**src/rtl/lsu_wb.sv**
```systemverilog
// Load/store and writeback stage: drives the register-file write port directly for ALU ops,
// runs a req/gnt/rvalid bus transaction for loads and stores, with a watchdog abort.
module lsu_wb #(
  parameter int TIMEOUT = 255
) (
  input  logic        clk,
  input  logic        rst,
  input  logic        I_valid,
  output logic        O_ready,
  input  logic [3:0]  I_op,
  input  logic [31:0] I_addr,
  input  logic [31:0] I_wdata,
  input  logic [31:0] I_alu_result,
  input  logic        I_rd_we,
  input  logic [4:0]  I_rd_waddr,
  output logic        O_mem_req,
  input  logic        I_mem_gnt,
  output logic        O_mem_we,
  output logic [31:0] O_mem_addr,
  output logic [3:0]  O_mem_wstrb,
  output logic [31:0] O_mem_wdata,
  input  logic        I_mem_rvalid,
  input  logic [31:0] I_mem_rdata,
  output logic        O_rd_we,
  output logic [4:0]  O_rd_waddr,
  output logic [31:0] O_rd_wdata,
  output logic        O_misalign,
  output logic        O_bus_err
);

  localparam logic [3:0] OP_LB  = 4'b0001;
  localparam logic [3:0] OP_LH  = 4'b0010;
  localparam logic [3:0] OP_LW  = 4'b0011;
  localparam logic [3:0] OP_LBU = 4'b0100;
  localparam logic [3:0] OP_LHU = 4'b0101;
  localparam logic [3:0] OP_SB  = 4'b1001;
  localparam logic [3:0] OP_SH  = 4'b1010;
  localparam logic [3:0] OP_SW  = 4'b1011;

  localparam logic [7:0] WD_LAST = 8'(TIMEOUT - 1);

  typedef enum logic [1:0] {S_IDLE, S_REQ, S_WAIT} state_t;

  state_t      state;
  logic [7:0]  wd_cnt;
  logic [3:0]  op_q;
  logic [1:0]  off_q;
  logic        rd_we_q;
  logic [4:0]  rd_addr_q;

  logic        is_load;
  logic        is_store;
  logic        misaligned;
  logic [3:0]  wstrb_n;
  logic [31:0] wdata_n;
  logic [31:0] lane_shift;
  logic [7:0]  ld_byte;
  logic [15:0] ld_half;
  logic [31:0] ld_data;
  logic        wd_expired;

  assign O_ready    = (state == S_IDLE);
  assign O_mem_req  = (state == S_REQ);
  assign wd_expired = (wd_cnt == WD_LAST);

  // Decode the incoming op: memory class, alignment, and store lane encoding.
  always_comb begin
    is_load    = 1'b0;
    is_store   = 1'b0;
    misaligned = 1'b0;
    wstrb_n    = 4'b0000;
    wdata_n    = 32'h0;
    case (I_op)
      OP_LB, OP_LBU: is_load = 1'b1;
      OP_LH, OP_LHU: begin
        is_load    = 1'b1;
        misaligned = I_addr[0];
      end
      OP_LW: begin
        is_load    = 1'b1;
        misaligned = (I_addr[1:0] != 2'b00);
      end
      OP_SB: begin
        is_store = 1'b1;
        wstrb_n  = 4'b0001 << I_addr[1:0];
        wdata_n  = {4{I_wdata[7:0]}};
      end
      OP_SH: begin
        is_store   = 1'b1;
        misaligned = I_addr[0];
        wstrb_n    = I_addr[1] ? 4'b1100 : 4'b0011;
        wdata_n    = {2{I_wdata[15:0]}};
      end
      OP_SW: begin
        is_store   = 1'b1;
        misaligned = (I_addr[1:0] != 2'b00);
        wstrb_n    = 4'b1111;
        wdata_n    = I_wdata;
      end
      default: ;
    endcase
  end

  // Pick the addressed lane out of the returned word and extend it.
  always_comb begin
    lane_shift = I_mem_rdata >> {off_q, 3'b000};
    ld_byte    = lane_shift[7:0];
    ld_half    = off_q[1] ? I_mem_rdata[31:16] : I_mem_rdata[15:0];
    case (op_q)
      OP_LB:   ld_data = {{24{ld_byte[7]}}, ld_byte};
      OP_LBU:  ld_data = {24'h0, ld_byte};
      OP_LH:   ld_data = {{16{ld_half[15]}}, ld_half};
      OP_LHU:  ld_data = {16'h0, ld_half};
      default: ld_data = I_mem_rdata;
    endcase
  end

  always_ff @(posedge clk or posedge rst) begin
    if (rst) begin
      state       <= S_IDLE;
      wd_cnt      <= 8'h0;
      op_q        <= 4'h0;
      off_q       <= 2'b00;
      rd_we_q     <= 1'b0;
      rd_addr_q   <= 5'h0;
      O_mem_we    <= 1'b0;
      O_mem_addr  <= 32'h0;
      O_mem_wstrb <= 4'h0;
      O_mem_wdata <= 32'h0;
      O_rd_we     <= 1'b0;
      O_rd_waddr  <= 5'h0;
      O_rd_wdata  <= 32'h0;
      O_misalign  <= 1'b0;
      O_bus_err   <= 1'b0;
    end else begin
      O_rd_we    <= 1'b0;
      O_misalign <= 1'b0;
      O_bus_err  <= 1'b0;
      case (state)
        S_IDLE: begin
          if (I_valid) begin
            if (is_load || is_store) begin
              if (misaligned) begin
                O_misalign <= 1'b1;
              end else begin
                op_q        <= I_op;
                off_q       <= I_addr[1:0];
                rd_we_q     <= I_rd_we;
                rd_addr_q   <= I_rd_waddr;
                O_mem_we    <= is_store;
                O_mem_addr  <= {I_addr[31:2], 2'b00};
                O_mem_wstrb <= wstrb_n;
                O_mem_wdata <= wdata_n;
                wd_cnt      <= 8'h0;
                state       <= S_REQ;
              end
            end else begin
              O_rd_we    <= I_rd_we && (I_rd_waddr != 5'd0);
              O_rd_waddr <= I_rd_waddr;
              O_rd_wdata <= I_alu_result;
            end
          end
        end
        // Watchdog expiry is checked before the grant so the count never runs past its limit.
        S_REQ: begin
          if (wd_expired) begin
            O_bus_err <= 1'b1;
            state     <= S_IDLE;
          end else begin
            wd_cnt <= wd_cnt + 8'd1;
            if (I_mem_gnt) state <= S_WAIT;
          end
        end
        S_WAIT: begin
          if (I_mem_rvalid) begin
            state <= S_IDLE;
            if (!O_mem_we && rd_we_q && (rd_addr_q != 5'd0)) begin
              O_rd_we    <= 1'b1;
              O_rd_waddr <= rd_addr_q;
              O_rd_wdata <= ld_data;
            end
          end else if (wd_expired) begin
            O_bus_err <= 1'b1;
            state     <= S_IDLE;
          end else begin
            wd_cnt <= wd_cnt + 8'd1;
          end
        end
        default: state <= S_IDLE;
      endcase
    end
  end

endmodule

```
**config.mk**
```make
export PLATFORM = sky130hd
export DESIGN_NAME = lsu_wb
export DESIGN_NICKNAME = d
export VERILOG_FILES = /design/src/rtl/lsu_wb.sv
export SDC_FILE = /design/constraint.sdc
export NUM_CORES = 1
export LEC_CHECK = 0
export BUFFER_PORTS_ARGS = -buffer_cell sky130_fd_sc_hd__clkbuf_2
export CORE_MARGIN = 4
export CORE_UTILIZATION = 35
export DETAILED_ROUTE_END_ITERATION = 10
export PLACE_DENSITY = 0.7
export SYNTH_ARGS = -nofsm -noshare
export SYNTH_HDL_FRONTEND = slang
export SYNTH_SLANG_ARGS = --single-unit
```
**constraint.sdc**
```tcl
create_clock -name clk -period 4.7 [get_ports clk]
set_input_delay 1.175 -clock clk [delete_from_list [all_inputs] [get_ports clk]]
set_output_delay 1.175 -clock clk [all_outputs]
set_load 0.05 [all_outputs]
```
==> summary.md <==
| Metric | Value |
|---|---|
| Area after DPL | between 7000 and 8000 um^2 |
| WP data arrival | approximately 3.5 ns |
| Syn avg cell area | ~9.9 um^2 |
| Post-DRT Antenna Nets | 0 |
| Detailed Route WL | about 20,000 um |
| Final std cells w/o fill | about 1.1k |
| Fill cells | 1,840 |
| Root Driver | clkbuf_16 |
| Hold Fails Final Rpt | 0 |
| Slew headroom | about a quarter |
| Inserted Clock Buffers | 17 |
| Synthesized area | between 6000 and 7000 um^2 |
| Area grow syn2layout | 28.78% |
| Primary FF master, synth | dfrtp_1 |
| HPWL Detailed | 14,280 um |
| 1st-pass router iterations | 5 |
| Clock Tree Buf Depth | 2 |
| Crit path time final | roughly 3.2 ns |
| Unrepaired setup endpoints after global routing | no |
| Pre-CTS setup slack | 1.012 ns |
| Final setup TNS | 0 ns |
| Actual slew at the worst max-slew pin | around 1.1 ns |
| VDD IR max | around 0.32 mV |
| Setup crit end kind | register |
| CP peak stage delay | 0.87 ns |
| Final design area excluding fillers | 8516 um^2 |
| EDFF count, synth | 0 |
| Remaining DRCs | 0 |
| Htree depth | 4 |
| Worst-path fanout max | between 90 and 100 |
| GRT Total Usage | around a fifth |
| Period utilisation layout | between 60 and 70% |
| Cells after Synth | approximately 670 |
| Final clock skew | 0.008418 ns |
| Max Fclk | between 300 and 400 MHz |
| Seq. cell area | between 3000 and 4000 um^2 |
| Core Region | 18,640 um^2 |
| Hold crit path type | register to register |
| Commonest non-fill, non-tap cell in the layout | clkbuf_2 |
| Synth cell types | 56 |
| Dominant cells by area after synthesis | dfrtp_1 (49%), mux2_2 (10%), nand2_1 (5.4%), o21ai_0 (5.0%), o31ai_1 (4.7%) |
| Synthesis Warnings | 0 |
| Pins Over Slew Limit | 0 |
| CTS tree | done |
| I/O pin count | 254 |
| Largest net degree at the start of global routing | ~110 |
| Pwr dens | between 700 and 800 nW/um^2 |
| CP Data Required Time | between 4 and 5 ns |
| Initial drt markers | between 200 and 300 |
| Final Setup Violations | 0 |
| Top-area cell type share of the netlist area | between 40% and 50% |
| Share of cells above drive strength 1 | 40.75% |
| Die Area | roughly 21,000 um^2 |
| P_leak | 4.126 nW |
| Register area share after synthesis | ~50% |
| Slowest-stage cell, CP | or3b_4 |
| Routability cong. | between 0.8 and 0.9 |
| Layout Nets | about 1.0k |
| Input/output buffers | 251 |
| First-pass GRT wire length | about 32,000 um |
| Setup Crit Path Kind | input port to register |
| Inserted Diodes | 0 |
| Commonest non-fill, non-tap cells in the layout | clkbuf_2 (251), dfrtp_1 (129), nand2_1 (96) |
| Per-cell routed wire length | 17.36 um |
| Initial antenna violation count | 0 |
| Asr flop ratio synth | 100.0% |
| Die height | ~150 um |
| Setup ws final | 1.508 ns |
| Vias per cell | ~5.2 |
| # rows | 50 |
| Startpoint Class | input port |
| Hold slack | 0.4762 ns |
| GR Overflow Total | 0 |
| Synth Register Bits | between 100 and 150 |
| Post-CTS Setup Bufs | 0 |
| CP cell instances | clkbuf_2 > nor3b_1 > and3_1 > or3b_4 > buf_4 > o21ai_0 |
| Chip width | between 100 and 150 um |
| Hold_buf cts | 0 |
| Area of the multi-input gates | 3065 um^2 |
| Clk_lat worst skew | 0.42 ns |
| Via count | 5,863 |
| Max cap viols | 0 |
| Status | finished, final reports clean |
| Initial Utilization | 35.47% |
| Clock Pin Slew Worst Setup and Hold Paths | ~0.060 ns |
| CTS resizes | 0 |
| Sink Count | roughly 130 |
| Placed Instances | approximately 1.1k |
| Vias in the first global route | 6,110 |
| Leading area contributor after synthesis | dfrtp_1 |
## registers in the layout, indices dropped and copies added (netlist names)
name	cells
O_mem_wdata	32
O_rd_we	1
wd_cnt	8
O_mem_wstrb	4
O_bus_err	1
op_q	4
O_rd_wdata	32
O_rd_waddr	5
state	2
O_misalign	1
O_mem_addr	30
off_q	2
O_mem_we	1
rd_we_q	1
rd_addr_q	5
## per-layer routing
| metal | wire length [um] | track usage (%) |
|---|---|---|
| met1 | 8598 | 23.76 |
| met2 | 9258 | 29.87 |
| met3 | 1250 | 6.197 |
| met4 | 633 | 7.692 |
| met5 | 0 | 0 |
## critical path: cells and delay by family
kind / cells / cell delay, ns
buf+inv: 2 / 0.66
compound gates: 1 / 0.13
simple gates: 3 / 1.50
## synth_stat cells, drive strengths merged, types with 3 or more instances
cell type	number
o31ai	41
or2	3
a221o	7
inv	17
and2	5
ha	6
o21bai	3
nand4	7
mux2	59
or4	3
nand3	6
nor2b	4
nor2	44
or3b	3
o21ai	67
o211ai	9
dfrtp	129
a21oi	38
nor3	3
mux2i	14
buf	23
nand2	96
nand2b	4
a22oi	16
clkbuf	30
a21boi	3
## kinds of logic after synthesis
logic type	Yosys count	share of synthesized area (%)
compound gates	199	19.79
xor+xnor	1	0.1325
fa+ha+maj	7	1.287
buf+inv	70	4.976
flops	129	48.82
mux	74	12.51
other cells	1	0.05671
simple gates	186	12.43
## area by class of cell
type | instances | share of cell area [%]
Clock buffer | 17 | 4.996
Clock inverter | 15 | 1.660
Inverter | 17 | 0.8081
Multi-Input combinational cell | 469 | 36.00
Sequential cell | 129 | 37.91
Tap cell | 234 | 3.438
Timing Repair Buffer | 256 | 15.19
## where the power goes
part	total (W)	internal (W)	leakage, nW	switching [W]
sequential	0.00186	0.00157	1.63	0.000293
combinational	0.00324	0.000835	2.23	0.00240
clock	0.00129	0.000701	0.267	0.000585
## metrics by stage
stage	util, %	power [W]
2_1_floorplan	-	0.004371
3_3_place_gp	42.64	0.005076
3_5_place_dp	42.64	0.005138
4_1_cts	45.68	0.006443
5_1_grt	45.68	0.006767
6_report	45.68	0.006381
## path summary, 6_finish.rpt
| check | end | from | cells after the start | slack (ns) |
|---|---|---|---|---|
| max | O_mem_wdata[0]$_DFFE_PP0P_ | I_op[1] | 6 | 1.51 |
| min | O_mem_wdata[4]$_DFFE_PP0P_ | O_mem_wdata[4]$_DFFE_PP0P_ | 2 | 0.48 |
| max reg2reg | O_rd_wdata[31]$_DFFE_PP0P_ | state[0]$_DFFE_PP0P_ | 7 | 1.67 |
| min reg2reg | O_mem_wdata[4]$_DFFE_PP0P_ | O_mem_wdata[4]$_DFFE_PP0P_ | 2 | 0.48 |
| max in group asynchronous | O_mem_wdata[24]$_DFFE_PP0P_ | rst | 3 | 2.86 |
| min in group asynchronous | O_mem_addr[12]$_DFFE_PP0P_ | rst | 2 | 0.99 |
Note: power is estimated with default switching activity, not from simulation.
